==> src/rtl/bist_pkg.sv <==
`default_nettype none
// ============================================================================
// Module      : bist_pkg
// Description : Shared types and defaults for the ALU self-test controller:
//               FSM state encoding, default LFSR/MISR constants and the
//               response-folding helper used by the signature register.
// Revision    : 1.0 - initial release
// ============================================================================
package bist_pkg;

    // Controller states, explicitly 3 bits wide
    typedef enum logic [2:0] {
        IDLE = 3'd0,
        SEED = 3'd1,
        RUN  = 3'd2,
        CMP  = 3'd3,
        DONE = 3'd4
    } bist_state_e;

    // Default pattern generator: x^11 + x^9 + 1, seeded with 1
    localparam logic [10:0] c_LFSR_TAPS_DEFAULT = 11'h500;
    localparam logic [10:0] c_LFSR_SEED_DEFAULT = 11'h001;

    // Default signature register: x^8 + x^4 + x^3 + x^2 + 1 (x^8 implicit)
    localparam logic [7:0]  c_MISR_POLY_DEFAULT = 8'h1D;
    localparam logic [7:0]  c_MISR_SEED_DEFAULT = 8'h00;

    // Widest response vector the fold helper accepts
    localparam int          c_FOLD_MAX_W        = 32;

    // XOR-fold the low in_w bits of r into out_w-bit chunks. Bit i of the
    // response lands on bit (i mod out_w) of the result, so a short final
    // chunk is implicitly zero-extended. Bits at or above out_w are zero.
    function automatic logic [c_FOLD_MAX_W-1:0] fold_xor(
        input logic [c_FOLD_MAX_W-1:0] r,
        input int                      in_w,
        input int                      out_w
    );
        logic [c_FOLD_MAX_W-1:0] f;
        int                      k;
        f = '0;
        k = 0;
        for (int i = 0; i < c_FOLD_MAX_W; i++) begin
            if (i < in_w) begin
                f[k] = f[k] ^ r[i];
                k    = (k == out_w - 1) ? 0 : k + 1;
            end
        end
        return f;
    endfunction

endpackage
`default_nettype wire

==> src/rtl/bist_misr.sv <==
`default_nettype none
// ============================================================================
// Module      : bist_misr
// Description : Multiple-input signature register. Shifts left with
//               polynomial feedback from the MSB and XORs in the folded
//               response each enabled cycle; load restores the seed.
//               IN_W must not exceed bist_pkg::c_FOLD_MAX_W.
// Revision    : 1.0 - initial release
// ============================================================================
module bist_misr
    import bist_pkg::*;
#(
    parameter int                MISR_W    = 8,
    parameter logic [MISR_W-1:0] MISR_POLY = c_MISR_POLY_DEFAULT,
    parameter logic [MISR_W-1:0] MISR_SEED = c_MISR_SEED_DEFAULT,
    parameter int                IN_W      = 9
) (
    input  logic              clk,
    input  logic              reset,
    input  logic              load,
    input  logic              en,
    input  logic [IN_W-1:0]   din,
    output logic [MISR_W-1:0] sig
);

    logic [MISR_W-1:0] r_sig;
    logic [MISR_W-1:0] w_fold;
    logic [MISR_W-1:0] w_shift;

    assign w_fold  = MISR_W'(fold_xor(c_FOLD_MAX_W'(din), IN_W, MISR_W));
    assign w_shift = {r_sig[MISR_W-2:0], 1'b0} ^ (r_sig[MISR_W-1] ? MISR_POLY : '0);

    // Signature register: reset/load to seed, compact one response when enabled
    always_ff @(posedge clk) begin
        if (!reset) begin
            r_sig <= MISR_SEED;
        end else if (load) begin
            r_sig <= MISR_SEED;
        end else if (en) begin
            r_sig <= w_shift ^ w_fold;
        end
    end

    assign sig = r_sig;

endmodule
`default_nettype wire

==> src/rtl/bist_alu_ctrl.sv <==
`default_nettype none
// ============================================================================
// Module      : bist_alu_ctrl
// Description : ALU self-test controller. An LFSR drives operand/select
//               patterns into the combinational ALU, a MISR compacts
//               NUM_PATTERNS responses, and the final signature is compared
//               with a run-time golden value behind a start/busy/done
//               handshake.
//               Optional macro BIST_ALU_CTRL_CONTINUOUS_EN adds a
//               'continuous' input: back-to-back runs with a sticky fault.
// Revision    : 1.0 - initial release
// ============================================================================
module bist_alu_ctrl
    import bist_pkg::*;
#(
    parameter int                          DATA_W       = 4,
    parameter int                          SEL_W        = 3,
    parameter int                          MISR_W       = 8,
    parameter int                          NUM_PATTERNS = 255,
    parameter logic [2*DATA_W+SEL_W-1:0]   LFSR_TAPS    = c_LFSR_TAPS_DEFAULT,
    parameter logic [2*DATA_W+SEL_W-1:0]   LFSR_SEED    = c_LFSR_SEED_DEFAULT,
    parameter logic [MISR_W-1:0]           MISR_POLY    = c_MISR_POLY_DEFAULT,
    parameter logic [MISR_W-1:0]           MISR_SEED    = c_MISR_SEED_DEFAULT
) (
    input  logic                  clk,
    input  logic                  reset,
    input  logic                  start,
`ifdef BIST_ALU_CTRL_CONTINUOUS_EN
    input  logic                  continuous,
`endif
    input  logic [MISR_W-1:0]     golden_sig,
    output logic [DATA_W-1:0]     pat_a,
    output logic [DATA_W-1:0]     pat_b,
    output logic [SEL_W-1:0]      pat_sel,
    input  logic [2*DATA_W-1:0]   dut_out,
    input  logic                  dut_zero,
    output logic                  busy,
    output logic                  done,
    output logic                  pass,
    output logic                  fault_detected,
    output logic [MISR_W-1:0]     signature
);

    localparam int PAT_W = 2*DATA_W + SEL_W;
    localparam int RES_W = 2*DATA_W + 1;
    localparam int CNT_W = 16;

    bist_state_e        r_state;
    bist_state_e        w_state_nxt;
    logic [PAT_W-1:0]   r_lfsr;
    logic [PAT_W-1:0]   w_lfsr_nxt;
    logic [CNT_W-1:0]   r_cnt;
    logic               r_pass;
    logic               r_fault;
    logic               w_last;
    logic               w_match;
    logic [MISR_W-1:0]  w_sig;
    logic [RES_W-1:0]   w_resp;

    assign w_last  = (r_cnt == CNT_W'(NUM_PATTERNS - 1));
    assign w_match = (w_sig == golden_sig);
    assign w_resp  = {dut_zero, dut_out};

    // State register
    always_ff @(posedge clk) begin
        if (!reset) begin
            r_state <= IDLE;
        end else begin
            r_state <= w_state_nxt;
        end
    end

    // Next-state decode; start is only honoured in IDLE and DONE
    always_comb begin
        w_state_nxt = r_state;
        case (r_state)
            IDLE: if (start) w_state_nxt = SEED;
            SEED: w_state_nxt = RUN;
            RUN:  if (w_last) w_state_nxt = CMP;
            CMP:  w_state_nxt = DONE;
            DONE: begin
`ifdef BIST_ALU_CTRL_CONTINUOUS_EN
                if (start || continuous) w_state_nxt = SEED;
`else
                if (start) w_state_nxt = SEED;
`endif
            end
            default: w_state_nxt = IDLE;
        endcase
    end

    // LFSR step; an all-zero state would stall, so reseed instead
    always_comb begin
        w_lfsr_nxt = r_lfsr;
        if (r_lfsr == '0) begin
            w_lfsr_nxt = LFSR_SEED;
        end else begin
            w_lfsr_nxt = {r_lfsr[PAT_W-2:0], ^(r_lfsr & LFSR_TAPS)};
        end
    end

    // Pattern generator, pattern counter and verdict registers
    always_ff @(posedge clk) begin
        if (!reset) begin
            r_lfsr  <= LFSR_SEED;
            r_cnt   <= '0;
            r_pass  <= 1'b0;
            r_fault <= 1'b0;
        end else begin
            case (r_state)
                SEED: begin
                    r_lfsr <= LFSR_SEED;
                    r_cnt  <= '0;
                    r_pass <= 1'b0;
`ifndef BIST_ALU_CTRL_CONTINUOUS_EN
                    r_fault <= 1'b0;
`endif
                end
                RUN: begin
                    r_lfsr <= w_lfsr_nxt;
                    r_cnt  <= r_cnt + 1'b1;
                end
                CMP: begin
                    r_pass <= w_match;
`ifdef BIST_ALU_CTRL_CONTINUOUS_EN
                    // Fault accumulates across back-to-back runs
                    r_fault <= r_fault | ~w_match;
`else
                    r_fault <= ~w_match;
`endif
                end
`ifdef BIST_ALU_CTRL_CONTINUOUS_EN
                IDLE, DONE: begin
                    // A fresh single-shot start drops any accumulated fault
                    if (start && !continuous) r_fault <= 1'b0;
                end
`endif
                default: ;
            endcase
        end
    end

    bist_misr #(
        .MISR_W    (MISR_W),
        .MISR_POLY (MISR_POLY),
        .MISR_SEED (MISR_SEED),
        .IN_W      (RES_W)
    ) u_misr (
        .clk   (clk),
        .reset (reset),
        .load  (r_state == SEED),
        .en    (r_state == RUN),
        .din   (w_resp),
        .sig   (w_sig)
    );

    assign pat_a          = r_lfsr[PAT_W-1 -: DATA_W];
    assign pat_b          = r_lfsr[PAT_W-1-DATA_W -: DATA_W];
    assign pat_sel        = r_lfsr[SEL_W-1:0];
    assign busy           = (r_state == SEED) || (r_state == RUN) || (r_state == CMP);
    assign done           = (r_state == DONE);
    assign pass           = r_pass;
    assign fault_detected = r_fault;
    assign signature      = w_sig;

endmodule
`default_nettype wire
==> config.mk <==
export PLATFORM = sky130hd
export DESIGN_NAME = bist_alu_ctrl
export DESIGN_NICKNAME = d
export VERILOG_FILES = /design/src/rtl/bist_pkg.sv /design/src/rtl/bist_misr.sv /design/src/rtl/bist_alu_ctrl.sv
export SDC_FILE = /design/constraint.sdc
export NUM_CORES = 1
export LEC_CHECK = 0
export CAP_MARGIN = 40
export CORE_ASPECT_RATIO = 2
export CORE_MARGIN = 4
export CORE_UTILIZATION = 30
export CTS_CLUSTER_SIZE = 20
export DETAILED_ROUTE_END_ITERATION = 10
export PLACE_DENSITY = 0.54
export SYNTH_ARGS = -nofsm -noshare
export SYNTH_HDL_FRONTEND = slang
export SYNTH_HIERARCHICAL = 1
export SYNTH_SLANG_ARGS = --single-unit
==> constraint.sdc <==
create_clock -name clk -period 2.31 [get_ports clk]
set_input_delay 0.231 -clock clk [delete_from_list [all_inputs] [get_ports clk]]
set_output_delay 0.231 -clock clk [all_outputs]
set_load 0.02 [all_outputs]
==> results of run 1 <==
-- area by class of cell --
type	count	area share (%)
Tap cell	88	4.02
Sequential cell	40	29.2
Clock inverter	2	0.365
Timing Repair Buffer	51	17.8
Multi-Input combinational cell	180	42.3
Inverter	8	1.14
Clock buffer	6	5.07
-- worst min-delay path, delay by kind of cell, from the launching register on --
kind,cells,cell delay [ns]
AOI/OAI and AO/OA,1,0.06
and+or+nand+nor,1,0.05
DFF,1,0.31
-- per-stage QoR --
stage,std cells,hold slack (ns)
2_1_floorplan,243,0.386
5_1_grt,375,0.500
3_5_place_dp,367,0.455
4_1_cts,375,0.463
3_3_place_gp,367,0.451
6_report,375,0.459
-- synthesized netlist by cell type, types with 3 or more instances --
cell       number  area share [%]
a31oi_1         3            0.90
a21oi_1         9             2.2
nand4_1         7             2.1
a2bb2oi_1       3             1.3
mux2i_1         8             3.9
a311oi_1        3             1.3
a211oi_1        4             1.4
xnor2_1         8             3.4
clkbuf_1        8             1.4
inv_1           6             1.1
a22oi_1         8             2.9
and3_1          4             1.2
nor4_1          8             2.4
xor2_1          8             3.4
nand2_1        15             2.7
o21ai_0        11             2.7
nor3_1          3            0.72
nor2_1         35             6.3
dfxtp_1        40              39
buf_2           3            0.72
nand2b_1        7             2.1
o22a_1          4             1.7
nand3_1         7             1.7
-- metal layers --
metal	wire length [um]	up-vias	global-route usage, %
met5	0	-	0
met4	110	0	5.87
met3	238	7	2.87
met2	3150	49	27.0
met1	2200	889	14.3
li1	-	954	-
-- path summary, 6_finish.rpt --
kind / start / to / slack, ns / cells after the start
hold / removal: fault_detected / fault_detected / 0.46 / 2
hold reg to reg: fault_detected / fault_detected / 0.46 / 2
setup reg to reg: r_state[1] / r_cnt[10] / 0.49 / 7
setup / recovery: r_state[1] / done / 0.43 / 4
-- cells by family (layout without fill, tap and decap cells) --
kind of cell	after synthesis	count (layout)	share of synthesized area [%]
xor gates and xnor gates	17	17	7.90
AOI/OAI and AO/OA	49	49	15.8
buffers and inverters	23	67	5.49
muxes	12	12	6.03
adders and majority gates	2	2	1.21
and+or+nand+nor	100	100	25.0
DFF	40	40	38.6
-- state kept, by name (all words and copies together) (netlist names) --
signal,count
r_cnt,16
pass,1
r_state,3
r_lfsr,11
fault_detected,1
u_misr/sig,8
-- report_power, final --
group | switching [mW] | total [mW] | internal [mW]
combinational | 0.118 | 0.230 | 0.112
sequential | 0.0182 | 0.723 | 0.705
clock | 0.269 | 0.694 | 0.425
total | 0.405 | 1.65 | 1.24
==> impl_results.md, run 1 <==
- Crit path launch type: flip-flop
- Status: finished clean
- Core box area: 6670 sq um
- Final TNS setup: 0 ns
- Post-synth cell types: 46
- Initial core utilization: 31.1%
- Rel. slew slack: 72.0%
- Arr. time, crit path: 1.65 ns
- Insertion delay to the later sink of the worst-skew pair: 0.28 ns
- Most frequent cells in the layout: 42 x clkdlybuf4s50_1, 40 x dfxtp_1, 35 x nor2_1
- Peak Freq: 532 MHz
- CTS tree: yes
- I/O Buffers: 42
- Cts-stage hold buffer count: 0
- Register bit total from synthesis: 40
- Die area: 8390 sq um
- Commonest non-fill, non-tap cell in the layout: clkdlybuf4s50_1
- Row Count: 42
- Vias: 1899
- Die width: 66.8 um
- WP buf/inv: 2
- Avg WL per Cell: 15.2 um
- Clock tree sinks: 40
- Post-synthesis average cell area: 8.54 sq um
- Vias in the first global route: 1905
- Maximum fanout along the worst path: 14
- Slowest cell delay on critical path: 0.60 ns
- CP cell instances: buf_4 > nor2_1 > and2_1 > clkdlybuf4s50_1
- First drt pass iteration count: 4
- Placed instance area: 2590 sq um
- First-pass GRT wire length: 9140 um
- Multi-input gate area: 1160 sq um
- Crit path max-delay family: buffers and inverters
- All-layer global routing usage: 14.3%
- Final nets: 308
- Area growth syn-to-layout: 32.0%
- Hold WC Path Type: reg -> reg
- DRT antenna net count: 0
- Antenna Diode Count: 0
- RSZ-0062 raised after global routing: no
- Clock-pin slew on the worst setup and hold paths: 0.06 ns
- Layout cells sized above 1: 8.36%
- Die height: 126 um
- Largest net degree at the start of global routing: 26
- CTS Buffer Depth: 2
- Initial antenna violation count: 0
- H-Tree Depth: 2
- Power Density: 602 nW/um^2
- CTS-repair resized insts: 0
- Place WS: 0.480 ns
- CP Class: reg -> out
- GPL Wtd Cong: 0.812
- Worst IR Drop VDD: 0.000507 V
- Final Util: 41.0%
- Primary FF master, synth: dfxtp_1
- Worst path required time: 2.08 ns
- Total power: 1.65 mW
- Synth Instances: 243
- Register area: 801 sq um
- Vias per inst: 5.06
- Slowest CP cell: clkdlybuf4s50_1
- Post-DP HPWL: 4220 um
- Critical Path End Type: output pin
- Mapped cell area: 2070 sq um
- DR DRC count: 0
- Part of the cycle the worst path needs: 81.3%
- Finished Cell Area: 2740 sq um
- Fillers: 701
- Final Max Slew Viols: 0
- Final critical delay including setup and external delays: 1.88 ns
- Sequential area share after synthesis: 38.6%
- Worst slew pin tran: 0.416 ns
- Final setup fails: 0
- Final hold vios: 0
- Final WL: 5700 um
- Final global-route overflow total: 0
- CTS buffer count: 5
- IO Count: 43
- Postcts setup bufs: 0
- Ys async rst share: 0%
- Max Cap Violations: 0
- Clk root buf: clkbuf_16
- Initial drt markers: 53
- Syn_nets: 265
- Final setup margin: 0.432 ns
- Setup Skew: 0.00549 ns
- Leak: 0.979 nW
- EDFF count, synth: 0
- Synth warnings: 6
(Power assumes the default switching activity.)
==> run 2: changes to the inputs <==
PLACE_DENSITY = 0.55   (was 0.54)
clock period = 1.7 ns   (was 2.31 ns; I/O delays follow)
==> run 2 against run 1 <==
Combinational power increased by 50%. Clock skew decreased by 0.0032 ns. Final cell count increased by 3.7%. Critical path depth is 1 higher. Worst setup slack got worse by 0.36 ns. Total power increased by 35%. Largest power group unchanged. Highest routed layer unchanged.
==> impl_results.md, run 2 (same netlist as run 1, synthesis figures left out) <==
- Reg2Reg Capture Point: r_lfsr[3]
- Final Util: 43.1%
- RSZ-0062 raised after global routing: no
- Leak: 1.06 nW
- Antenna Diode Count: 0
- Largest register FFs: 16
- Initial drt markers: 34
- Power Density: 775 nW/um^2
- Crit path launch type: flip-flop
- CP cell instances: buf_6 > buf_4 > nor2_1 > and2_1 > dlygate4sd2_1
- Placed instance area: 2680 sq um
- Largest Register: r_cnt
- Die area: 8390 sq um
- Critical Path End Type: output pin
- Avg WL per Cell: 15.4 um
- Fillers: 715
- R2R Path Start: r_state[2]
- Largest net degree at the start of global routing: 20
- Layout cells sized above 1: 14.3%
- Most frequent cells in the layout: 40 x dfxtp_1, 40 x clkdlybuf4s50_1, 35 x nor2_1
- Slowest cell delay on critical path: 0.34 ns
- Max Cap Violations: 0
- Multi-input gate area: 1190 sq um
- Part of the cycle the worst path needs: 95.7%
- Status: finished clean
- CTS Buffer Depth: 2
- Initial core utilization: 31.1%
- Clk root buf: clkbuf_16
- First-pass GRT wire length: 9520 um
- Final nets: 323
- GPL Wtd Cong: 0.823
- Die width: 66.8 um
- CP Class: reg -> out
- Worst path required time: 1.53 ns
- Peak Freq: 615 MHz
- Hold WC Path Type: reg -> reg
- Core box area: 6670 sq um
- IO Count: 43
- Rel. slew slack: 56.6%
- Initial antenna violation count: 0
- Final hold vios: 0
- Finished Cell Area: 2870 sq um
- Worst IR Drop VDD: 0.000531 V
- FF-to-FF setup slack: 0.11 ns
- Setup Skew: 0.00233 ns
- Vias: 2005
- Register area: 801 sq um
- Worst slew pin tran: 0.651 ns
- DR DRC count: 0
- Critical Path Sink: done
- First drt pass iteration count: 4
- Arr. time, crit path: 1.46 ns
- H-Tree Depth: 2
- Row Count: 42
- Final Max Slew Viols: 0
- Maximum fanout along the worst path: 2
- Area growth syn-to-layout: 38.5%
- CTS buffer count: 5
- Reg2Reg Depth: 7
- Final global-route overflow total: 0
- Insertion delay to the later sink of the worst-skew pair: 0.29 ns
- Vias in the first global route: 2006
- Die height: 126 um
- Slowest CP cell: dlygate4sd2_1
- DRT antenna net count: 0
- I/O Buffers: 42
- Final critical delay including setup and external delays: 1.63 ns
- CTS tree: yes
- Clock-pin slew on the worst setup and hold paths: 0.06 ns
- CP startpoint: r_state[0]
- All-layer global routing usage: 15.1%
- Final WL: 6010 um
- Vias per inst: 5.15
- Clock tree sinks: 40
- Post-DP HPWL: 4500 um
- Final setup fails: 0
run 2: cell types whose count changed in the layout (fill, tap and decap cells not counted), moves of 2 or more:
cell             before  now
clkdlybuf4s50_1      42   40
nor4_2                0    2
dlygate4sd2_1         0    2
o21ai_0              11    9
nor4_1                8    6
or3b_4                0    2
o21ai_1               0    2
clkinv_2              3    1
buf_4                 9   22
run 2: layout make-up:
type	count	area share (%)
multi-input cells	180	41.4
well taps	88	3.83
repair buffers	66	21.1
inverters	8	1.13
clock inverters	1	0.174
flip-flops and latches	40	27.9
clock buffers	6	4.48
run 2: metal layers:
metal  share of wire [%]  vias to the layer above  wire, um  global-route usage [%]
met2                  57                       64      3410                    29.1
met4                 2.3                        0       140                    6.47
met5                   0                        -         0                       0
li1                    -                      981         -                       -
met3                 5.7                       11       340                    4.22
met1                  35                      949      2120                    13.7
run 2: metrics by stage:
| step | total power [mW] | worst slack [ns] | std cells | hold WS, ns | TNS, ns |
|---|---|---|---|---|---|
| 6_report | 2.23 | 0.0732 | 389 | 0.461 | 0 |
| 5_1_grt | 2.32 | 0.00506 | 389 | 0.495 | 0 |
| 4_1_cts | 2.25 | 0.00336 | 388 | 0.464 | 0 |
| 3_5_place_dp | 1.33 | -0.00863 | 379 | 0.456 | -0.00863 |
| 3_3_place_gp | 1.33 | 0.0323 | 379 | 0.467 | 0 |
| 2_1_floorplan | 1.19 | 0.0349 | 243 | 0.325 | 0 |
run 2: power breakdown:
| part | switching (mW) | internal (mW) | total (mW) |
|---|---|---|---|
| logic | 0.167 | 0.179 | 0.346 |
| registers | 0.0234 | 0.958 | 0.982 |
| clock network | 0.367 | 0.533 | 0.900 |
| total | 0.557 | 1.67 | 2.23 |
run 2: worst max-delay path, delay by kind of cell, from the launching register on:
| kind | cells | cell delay, ns |
|---|---|---|
| buf+inv | 3 | 0.58 |
| simple gates | 2 | 0.27 |
| flops | 1 | 0.32 |
run 2: what timing repair did:
item,in CTS,in global routing
buffers inserted,2,0
endpoints found under the setup margin,3,8
pin swaps,0,1
hold buffers,0,0
cloned,0,1
gates resized for setup,3,10
run 2: worst min path at each step:
stage / from / end / slack, ns / depth (start not counted)
2_1_floorplan: reset / r_cnt[13] / 0.32 / 2
3_3_place_gp: fault_detected / fault_detected / 0.47 / 2
3_5_place_dp: fault_detected / fault_detected / 0.46 / 2
4_1_cts: fault_detected / fault_detected / 0.46 / 2
5_1_grt: fault_detected / fault_detected / 0.50 / 2
6_report: fault_detected / fault_detected / 0.46 / 2
==> run 3: changes to the inputs <==
TNS_END_PERCENT = 100   (was unset)
==> results of run 3 <==
No change in the layout: final DEF, timing and power equal those of run 2.
